$ cat src/rtl/array_mul_pkg.sv
// Shared constants and types for the array_mul block: default Q10.16 format,
// FSM state encoding and the signed saturation limits for the default width.
package array_mul_pkg;

    localparam int W_DEF    = 27;
    localparam int FRAC_DEF = 16;
    localparam int N_DEF    = 6;

    typedef enum logic [1:0] {
        IDLE,
        ISSUE,
        DRAIN,
        DONE
    } state_t;

    localparam logic signed [W_DEF-1:0] SAT_MAX = {1'b0, {(W_DEF-1){1'b1}}};
    localparam logic signed [W_DEF-1:0] SAT_MIN = {1'b1, {(W_DEF-1){1'b0}}};

endpackage

$ cat src/rtl/mul_q16.sv
// One-stage registered signed W x W multiplier with fixed-point rescale.
// Saturation to the signed W-bit range is compiled in with ARRAY_MUL_SAT_EN.
module mul_q16
    import array_mul_pkg::*;
#(
    parameter int W    = W_DEF,
    parameter int FRAC = FRAC_DEF
) (
    input  logic                clk,
    input  logic                reset_n,
    input  logic                clken,
    input  logic                in_valid,
    input  logic signed [W-1:0] a,
    input  logic signed [W-1:0] b,
    output logic                out_valid,
    output logic signed [W-1:0] result
`ifdef ARRAY_MUL_SAT_EN
    ,
    output logic                ovf
`endif
);

    localparam int PW = 2 * W;

    logic signed [PW-1:0] prod_q;
    logic signed [W-1:0]  scaled;

    // NOTE: clocked state uses non-blocking assignments so every register
    // samples the pre-edge values regardless of statement order.
    always_ff @(posedge clk or negedge reset_n) begin
        if (!reset_n) begin
            prod_q    <= '0;
            out_valid <= 1'b0;
        end else if (clken) begin
            prod_q    <= PW'(a) * PW'(b);
            out_valid <= in_valid;
        end
    end

    // Arithmetic shift right by FRAC: floor rounding comes from dropping low bits.
    assign scaled = prod_q[W+FRAC-1:FRAC];

`ifdef ARRAY_MUL_SAT_EN
    localparam int                HW     = PW - (W + FRAC - 1);
    localparam logic signed [W-1:0] LIM_HI = {1'b0, {(W-1){1'b1}}};
    localparam logic signed [W-1:0] LIM_LO = {1'b1, {(W-1){1'b0}}};

    logic [HW-1:0] head;
    logic          unused_bits;

    // In range only when every bit above the result's sign bit matches it.
    assign head        = prod_q[PW-1:W+FRAC-1];
    assign unused_bits = ^prod_q[FRAC-1:0];

    always_comb begin
        result = scaled;
        ovf    = 1'b0;
        if (!((head == '0) || (head == '1))) begin
            ovf    = 1'b1;
            result = prod_q[PW-1] ? LIM_LO : LIM_HI;
        end
    end
`else
    logic unused_bits;

    assign unused_bits = ^{prod_q[PW-1:W+FRAC], prod_q[FRAC-1:0]};
    assign result      = scaled;
`endif

endmodule

$ cat src/rtl/array_mul.sv
// Scales an N-element signed fixed-point array by a common factor through one
// shared pipelined multiplier. ARRAY_MUL_SAT_EN enables saturation and ovf.
module array_mul
    import array_mul_pkg::*;
#(
    parameter int N    = N_DEF,
    parameter int W    = W_DEF,
    parameter int FRAC = FRAC_DEF
) (
    input  logic                clk,
    input  logic                reset_n,
    input  logic                en,
    input  logic                start,
    input  logic signed [W-1:0] factor,
    input  logic [N-1:0][W-1:0] operands,
    output logic [N-1:0][W-1:0] products,
    output logic                busy,
    output logic                done,
    output logic                ovf
);

    localparam int            IW   = (N > 1) ? $clog2(N) : 1;
    localparam logic [IW-1:0] LAST = IW'(N - 1);

    state_t              state;
    state_t              state_nx;
    logic [IW-1:0]       idx;
    logic [IW-1:0]       wr_idx;
    logic signed [W-1:0] fac_q;
    logic [N-1:0][W-1:0] ops_q;
    logic                capture;
    logic                issue;
    logic                mul_valid;
    logic signed [W-1:0] mul_res;

    assign capture = (state == IDLE) && en && start;
    assign issue   = (state == ISSUE);

    always_ff @(posedge clk or negedge reset_n) begin
        if (!reset_n) begin
            state  <= IDLE;
            idx    <= '0;
            wr_idx <= '0;
        end else if (en) begin
            state  <= state_nx;
            wr_idx <= idx;
            if (capture)
                idx <= '0;
            else if (issue && (idx != LAST))
                idx <= idx + IW'(1);
        end
    end

    // NOTE: every output of this block gets a default first so no path
    // through the case leaves a signal unassigned and infers a latch.
    always_comb begin
        state_nx = state;
        busy     = 1'b1;
        done     = 1'b0;
        unique case (state)
            IDLE: begin
                busy = 1'b0;
                if (start) state_nx = ISSUE;
            end
            ISSUE: if (idx == LAST) state_nx = DRAIN;
            DRAIN: state_nx = DONE;
            DONE: begin
                done     = 1'b1;
                state_nx = IDLE;
            end
            default: state_nx = IDLE;
        endcase
    end

    // NOTE: capture registers carry no reset; they are always loaded at start
    // before being read, so resetting them would only add reset fanout.
    always_ff @(posedge clk) begin
        if (capture) begin
            fac_q <= factor;
            ops_q <= operands;
        end
    end

`ifdef ARRAY_MUL_SAT_EN
    logic mul_ovf;
    logic ovf_q;
`endif

    mul_q16 #(
        .W    (W),
        .FRAC (FRAC)
    ) u_mul (
        .clk       (clk),
        .reset_n   (reset_n),
        .clken     (en),
        .in_valid  (issue),
        .a         (ops_q[idx]),
        .b         (fac_q),
        .out_valid (mul_valid),
        .result    (mul_res)
`ifdef ARRAY_MUL_SAT_EN
        ,
        .ovf       (mul_ovf)
`endif
    );

    // Results land one enabled cycle behind issue, tagged by the delayed index.
    always_ff @(posedge clk or negedge reset_n) begin
        if (!reset_n)
            products <= '0;
        else if (en && mul_valid)
            products[wr_idx] <= mul_res;
    end

`ifdef ARRAY_MUL_SAT_EN
    always_ff @(posedge clk or negedge reset_n) begin
        if (!reset_n)
            ovf_q <= 1'b0;
        else if (capture)
            ovf_q <= 1'b0;
        else if (en && mul_valid && mul_ovf)
            ovf_q <= 1'b1;
    end

    assign ovf = ovf_q;
`else
    assign ovf = 1'b0;
`endif

endmodule

$ cat config.mk
export PLATFORM = sky130hd
export DESIGN_NAME = array_mul
export DESIGN_NICKNAME = d
export VERILOG_FILES = /design/src/rtl/array_mul_pkg.sv /design/src/rtl/mul_q16.sv /design/src/rtl/array_mul.sv
export SDC_FILE = /design/constraint.sdc
export NUM_CORES = 2
export LEC_CHECK = 0
export BUFFER_PORTS_ARGS = -buffer_cell sky130_fd_sc_hd__buf_2
export CAP_MARGIN = 5
export CORE_MARGIN = 1
export CORE_UTILIZATION = 30
export CTS_CLUSTER_DIAMETER = 150
export DETAILED_ROUTE_END_ITERATION = 8
export SYNTH_ARGS = -nofsm -noshare
export SYNTH_HDL_FRONTEND = slang
export SYNTH_SLANG_ARGS = --single-unit
$ cat constraint.sdc
create_clock -name clk -period 9 [get_ports clk]
set_input_delay 0.45 -clock clk [delete_from_list [all_inputs] [get_ports clk]]
set_output_delay 0.45 -clock clk [all_outputs]
set_load 0.02 [all_outputs]
---- Yosys cells after proc, flatten, opt, wreduce, memory -nomap -nowiden ----
Cells that the tools add are included.
word-level totals
  register bits ........................... 403
  memory bits (writable) .................. 0
  bits in read-only memories .............. 0
  memories kept ........................... 0
  bits in latches ......................... 0
cells by class
  $lt $le $gt $ge ......................... 3
  shift operators ......................... 0
  multiply operators ...................... 1
  $add $sub $neg .......................... 1
  div/mod/pow operators ................... 0
  equality and inequality tests ........... 7
  reductions and logical operators ........ 9
  bitwise operators ....................... 0
  multiplexer cells ....................... 12
operators with widths
  cell                                                                                  count
  162-bit bitwise mux                                                                   1
  27-bit binary-select mux with 3-bit select                                            1
  27-bit demux with 3-bit select                                                        1
  27-bit 2-to-1 mux                                                                     2
  27-bit by 27-bit multiplier with 43-bit output                                        1
  3-bit by 4-bit < comparator with 1-bit output (second input constant)                 2
  2-bit one-hot mux with 4 select lines                                                 1
  3-bit 2-to-1 mux                                                                      2
  1-bit logical AND                                                                     5
  2-bit == test (second input constant)                                                 2
  2-bit 2-to-1 mux                                                                      2
  3-bit by 1-bit adder with 3-bit output (second input constant)                        1
  3-bit == test (second input constant)                                                 1
  3-bit by 1-bit greater-or-equal comparator with 1-bit output (second input constant)  1
  3-bit != test (second input constant)                                                 1
  3-bit AND reduction                                                                   1
  2-bit by 1-bit == test with 1-bit output (second input constant)                      1
  2-bit logical NOT                                                                     1
  1-bit 2-to-1 mux                                                                      2
  2-bit by 1-bit != test with 1-bit output (second input constant)                      1
  2-bit != test (second input constant)                                                 1
  2-bit AND reduction                                                                   1
  2-bit nonzero test                                                                    1

---- Depth between registers and ports, before layout ----
  word-level depth ........................ 5
  depth in mapped cells ................... 34
  depth with buffers taken out ............ 28

---- By module ----
Synthesis repeated with hierarchy kept, for this count alone.
second synthesis, totals
  cells, all modules ...................... 3313
  area, all modules ....................... 36917.9 um^2
modules (own cells, without submodules)
  module     times used  cells each  sequential area each (um^2)  area each (um^2)
  mul_q16    1           2577        700.7                        23258.6
  array_mul  1           736         9929.5                       13659.4

---- Worst setup path before layout ----
Ideal clock, no wire load.
  path type ............................... reg2reg
  start point ............................. reg idx[0]
  end point ............................... reg u_mul.prod_q[35]
  period minus slack after synthesis ...... 8070 ps
  library setup time ...................... 125 ps
  cell stages (with the launch flop) ...... 31
  arrival ................................. 7946 ps
  setup slack ............................. 930 ps
  cells stage by stage .................... dfrtp_1 > buf_6 > buf_12 > buf_6 > buf_2 > buf_4 > mux2i_1 > o21ai_1 > clkbuf_1 > nand2_1 > fa_1 > inv_1 > fa_1 > inv_1 > fa_1 > inv_1 > fa_1 > inv_1 > fa_1 > fa_1 > fa_1 > inv_1 > ha_1 > a21o_1 > a21o_1 > a221o_1 > a31o_2 > a311oi_2 > o31ai_1 > xor2_1 > mux2_2
between the ends
  cells in the longest elaborated chain, start to end .. 3
RTL lines
  element                                         RTL line         RTL
  start, declared                                 array_mul.sv:27  logic [IW-1:0] idx;
  start signal, assigned                          array_mul.sv:50  idx <= idx + IW'(1);
  27-bit binary-select mux with 3-bit select      array_mul.sv:97  .a (ops_q[idx]),
  27-bit 2-to-1 mux (not written as such)         array_mul.sv:97
  27-bit by 27-bit multiplier with 43-bit output  mul_q16.sv:35    prod_q <= PW'(a) * PW'(b);
  end signal, assigned                            mul_q16.sv:35
  end, declared                                   mul_q16.sv:25    logic signed [PW-1:0] prod_q;
No other way between the ends. The select of a mux whose other input is x is not followed.
A chain may end at the register's enable or synchronous reset.

---- Final worst setup path ----
  start point ............................. reg idx[1]
  end point ............................... reg u_mul.prod_q[39]
Same word-level chain as after synthesis.

==> key figures <==
Outcome
  • Status: complete, no violations

Global route
  • Met1 Use GR: between 10% and 20%
  • GRT overflow: 0
  • GR Util met2: 30.6%
  • Busiest grt layer: met2
  • Pin count of the biggest net entering global routing: approximately 150
  • Tot GR Track Use: ~17%
  • Number of global-route vias before repair: between 20000 and 30000
  • Initial antenna violation count: 8
  • Grt met3 use: 2.45%
  • First-pass GRT wire length: 157 mm

Synthesis
  • Asr flop ratio synth: roughly half
  • Post-Syn Instances: 3279
  • Synth Register Bits: around 390
  • Ys Warns: 0
  • Synth top area cells: fa_1 (34%), edfxtp_1 (15%), dfrtp_1 (14%)
  • Synth unique cells: 70
  • Number of synthesized flops with an enable pin: between 150 and 200
  • Yosys top cell area share: 34.1%
  • Mapped Nets: 4244
  • Area leader, netlist: fa_1
  • Top_reg_cell synth: dfrtp_1
  • Fraction of the yosys area taken by sequential cells: about 29%
  • Cell Area, Synth: between 30000 and 40000 um^2
  • Mean post-synth cell area: roughly 11 um^2

Clocking
  • Clk Latency, worst-skew pair: approximately 0.61 ns
  • TritonCTS clock tree: built
  • Clk sinks: ~390
  • Post-CTS Setup Bufs: 0
  • H-tree levels: 2
  • Clk pin slew, worst setup/hold paths: 0.06 ns
  • Clock tree buffer depth: 3
  • Total CTS buffers: 44
  • Root buffer cell: clkbuf_16

Floorplanning
  • Die area: approximately 120000 um^2
  • Initial Utilization: 30.4%
  • Row count: between 100 and 150
  • DIE HEIGHT: approximately 350 um
  • Io pins: about 360
  • Core box area: ~120000 um^2
  • Die width: around 350 um

Route
  • First-pass DRT Iterations: 6
  • Vias: roughly 24000
  • Wire per inst: 18.8 um
  • Final WL: 101 mm
  • 1st-iter DRT viols: approximately 1300
  • Detail Route Antenna Nets: 0
  • DRC: 0
  • Drt via density: ~4.6

Worst setup path
  • Max FO, Critical Path: 18
  • WP data required: 9.46 ns
  • CP dominant cell by count: fa_1
  • CP Class: reg2reg
  • CP max-delay cell: o21ai_2
  • Crit-path max cell delay: about 0.76 ns
  • Critical Path Start Type: flip-flop
  • R2R Setup Slk: between 0.5 and 0.6 ns
  • Crit path DAT: a little under 9 ns
  • CP Capture Type: flip-flop

Timing
  • Max-slew headroom: 27.5%
  • Fin. Hold Viols: 0
  • RSZ-0062 raised after global routing: no
  • Final period util: roughly 94%
  • Setup_tns: 0 ns
  • Tightest Pin Transition: approximately 1.1 ns
  • Clock skew: 0.0429 ns
  • Final Slew Violations: 0
  • Final setup vio count: 0
  • Final Critical Period: roughly 8.5 ns
  • Max Freq: roughly 120 MHz

Placement
  • Placer Congestion: 0.911
  • Hpwl dp: roughly 80 mm
  • Buffers on Ports: ~360

Layout
  • Share of layout cells above drive strength 1: 21.1%
  • Final Net Count: about 4700
  • Area grow syn2layout: 17.2%

Hold path
  • HP Class: in2reg

Flow run
  • Max-cap violations: 0
## path summary, 6_finish.rpt
check | endpoint | cells past startpoint | from
max | u_mul.prod_q[39] | 25 | idx[1]
min | ops_q[146] | 1 | operands[146]
max reg2reg | u_mul.prod_q[39] | 25 | idx[1]
min reg2reg | products[92] | 1 | products[92]
max in group asynchronous | products[129] | 3 | reset_n
min in group asynchronous | products[34] | 2 | reset_n
## cell type report
class                   instances  area (um^2)
clock buffers                  61         1260
inverters                     726         2730
diodes                          2         5.00
flip-flops and latches        387        10600
multi-input cells            2010        22800
well taps                    1612         2020
fillers                     11936        77600
clock inverters                18          246
repair buffers                529         3310
## what timing repair did
| action | in CTS | in global routing |
|---|---|---|
| gates resized for setup | 0 | 1 |
| endpoints found under the hold margin | 141 | 0 |
| endpoints found under the setup margin | 0 | 1 |
| hold buffers | 74 | 0 |
## critical path, delay by kind of cell (launching register included)
family	cells	cell delay, ns
flops	1	0.39
fa+ha+maj	8	3.91
compound gates	8	2.42
simple gates	4	0.76
buf+inv	5	0.87
## sequential cells by signal (all words and copies together) (netlist names)
signal and count:
idx 3, u_mul.prod_q 27, state 2, ops_q 162, u_mul.out_valid 1, fac_q 27
products 162, wr_idx 3
## Yosys cell counts, types with 5 or more instances
library cell and number:
inv_1 724, fa_1 624, nand2_1 420, and2_1 259, dfrtp_1 198, edfxtp_1 189, mux2_2 189, ha_1 148
clkbuf_1 133, nor2_1 40, xnor2_1 39, a21oi_1 33, mux2i_1 29, a21o_1 25, mux4_2 24, o21ai_0 17
o21ai_1 17, xor2_1 15, nand3_1 14, nand4_1 12, nor2b_1 11, buf_1 10, nand2b_1 9, or2_2 8
buf_2 7, and3_1 5
## kinds of logic (layout without fill, tap and decap cells)
family / after synthesis / count (layout) / share of synthesized area (%)
AOI/OAI and AO/OA: 144 / 144 / 2.77
xor gates and xnor gates: 56 / 56 / 1.40
adders and majority gates: 772 / 772 / 39.1
buffers and inverters: 882 / 1334 / 9.17
DFF: 387 / 387 / 29.0
muxes: 244 / 244 / 8.21
other: 1 / 3 / 0.0102
and+or+nand+nor: 793 / 793 / 10.4
## layer usage
layer / part of all wire (%) / wire, um / vias up
met3: 5.4 / 5420 / 189
met1: 39 / 39000 / 12599
met2: 52 / 52800 / 738
met5: 0.055 / 55 / -
li1: - / - / 10793
met4: 3.4 / 3450 / 8
## per-stage QoR
| stage | util, % | worst slack, ns | hold slack, ns | instance area [um^2] | instances |
|---|---|---|---|---|---|
| after floorplan | - | 0.930 | 0.154 | 36700 | 3279 |
| after global placement | 33.8 | 0.595 | 0.484 | 40700 | 5190 |
| after detailed placement | 33.8 | 0.526 | 0.487 | 40700 | 5190 |
| after CTS | 35.6 | 0.526 | 0.000149 | 43000 | 5343 |
| after global routing | 35.6 | 0.0775 | 0.00831 | 43000 | 5343 |
| final | 35.7 | 0.512 | 0.0373 | 43000 | 5345 |
## layout by cell type, fill, tap and decap left out, drive strengths merged, types with 11 or more instances in the layout
cell,count
dlygate4sd3,74
clkbuf,62
dfrtp,198
fa,624
nand2,421
nor2,41
xnor2,39
o21ai,35
mux2,189
mux2i,29
nor2b,11
a21oi,34
ha,148
xor2,16
edfxtp,189
clkinv,14
and2,259
inv,725
buf,454
nand3,14
nand4,12
mux4,26
a21o,25
Power is not shown: default switching activity piles up to over one toggle a cycle in this logic, so the estimate is an artifact.
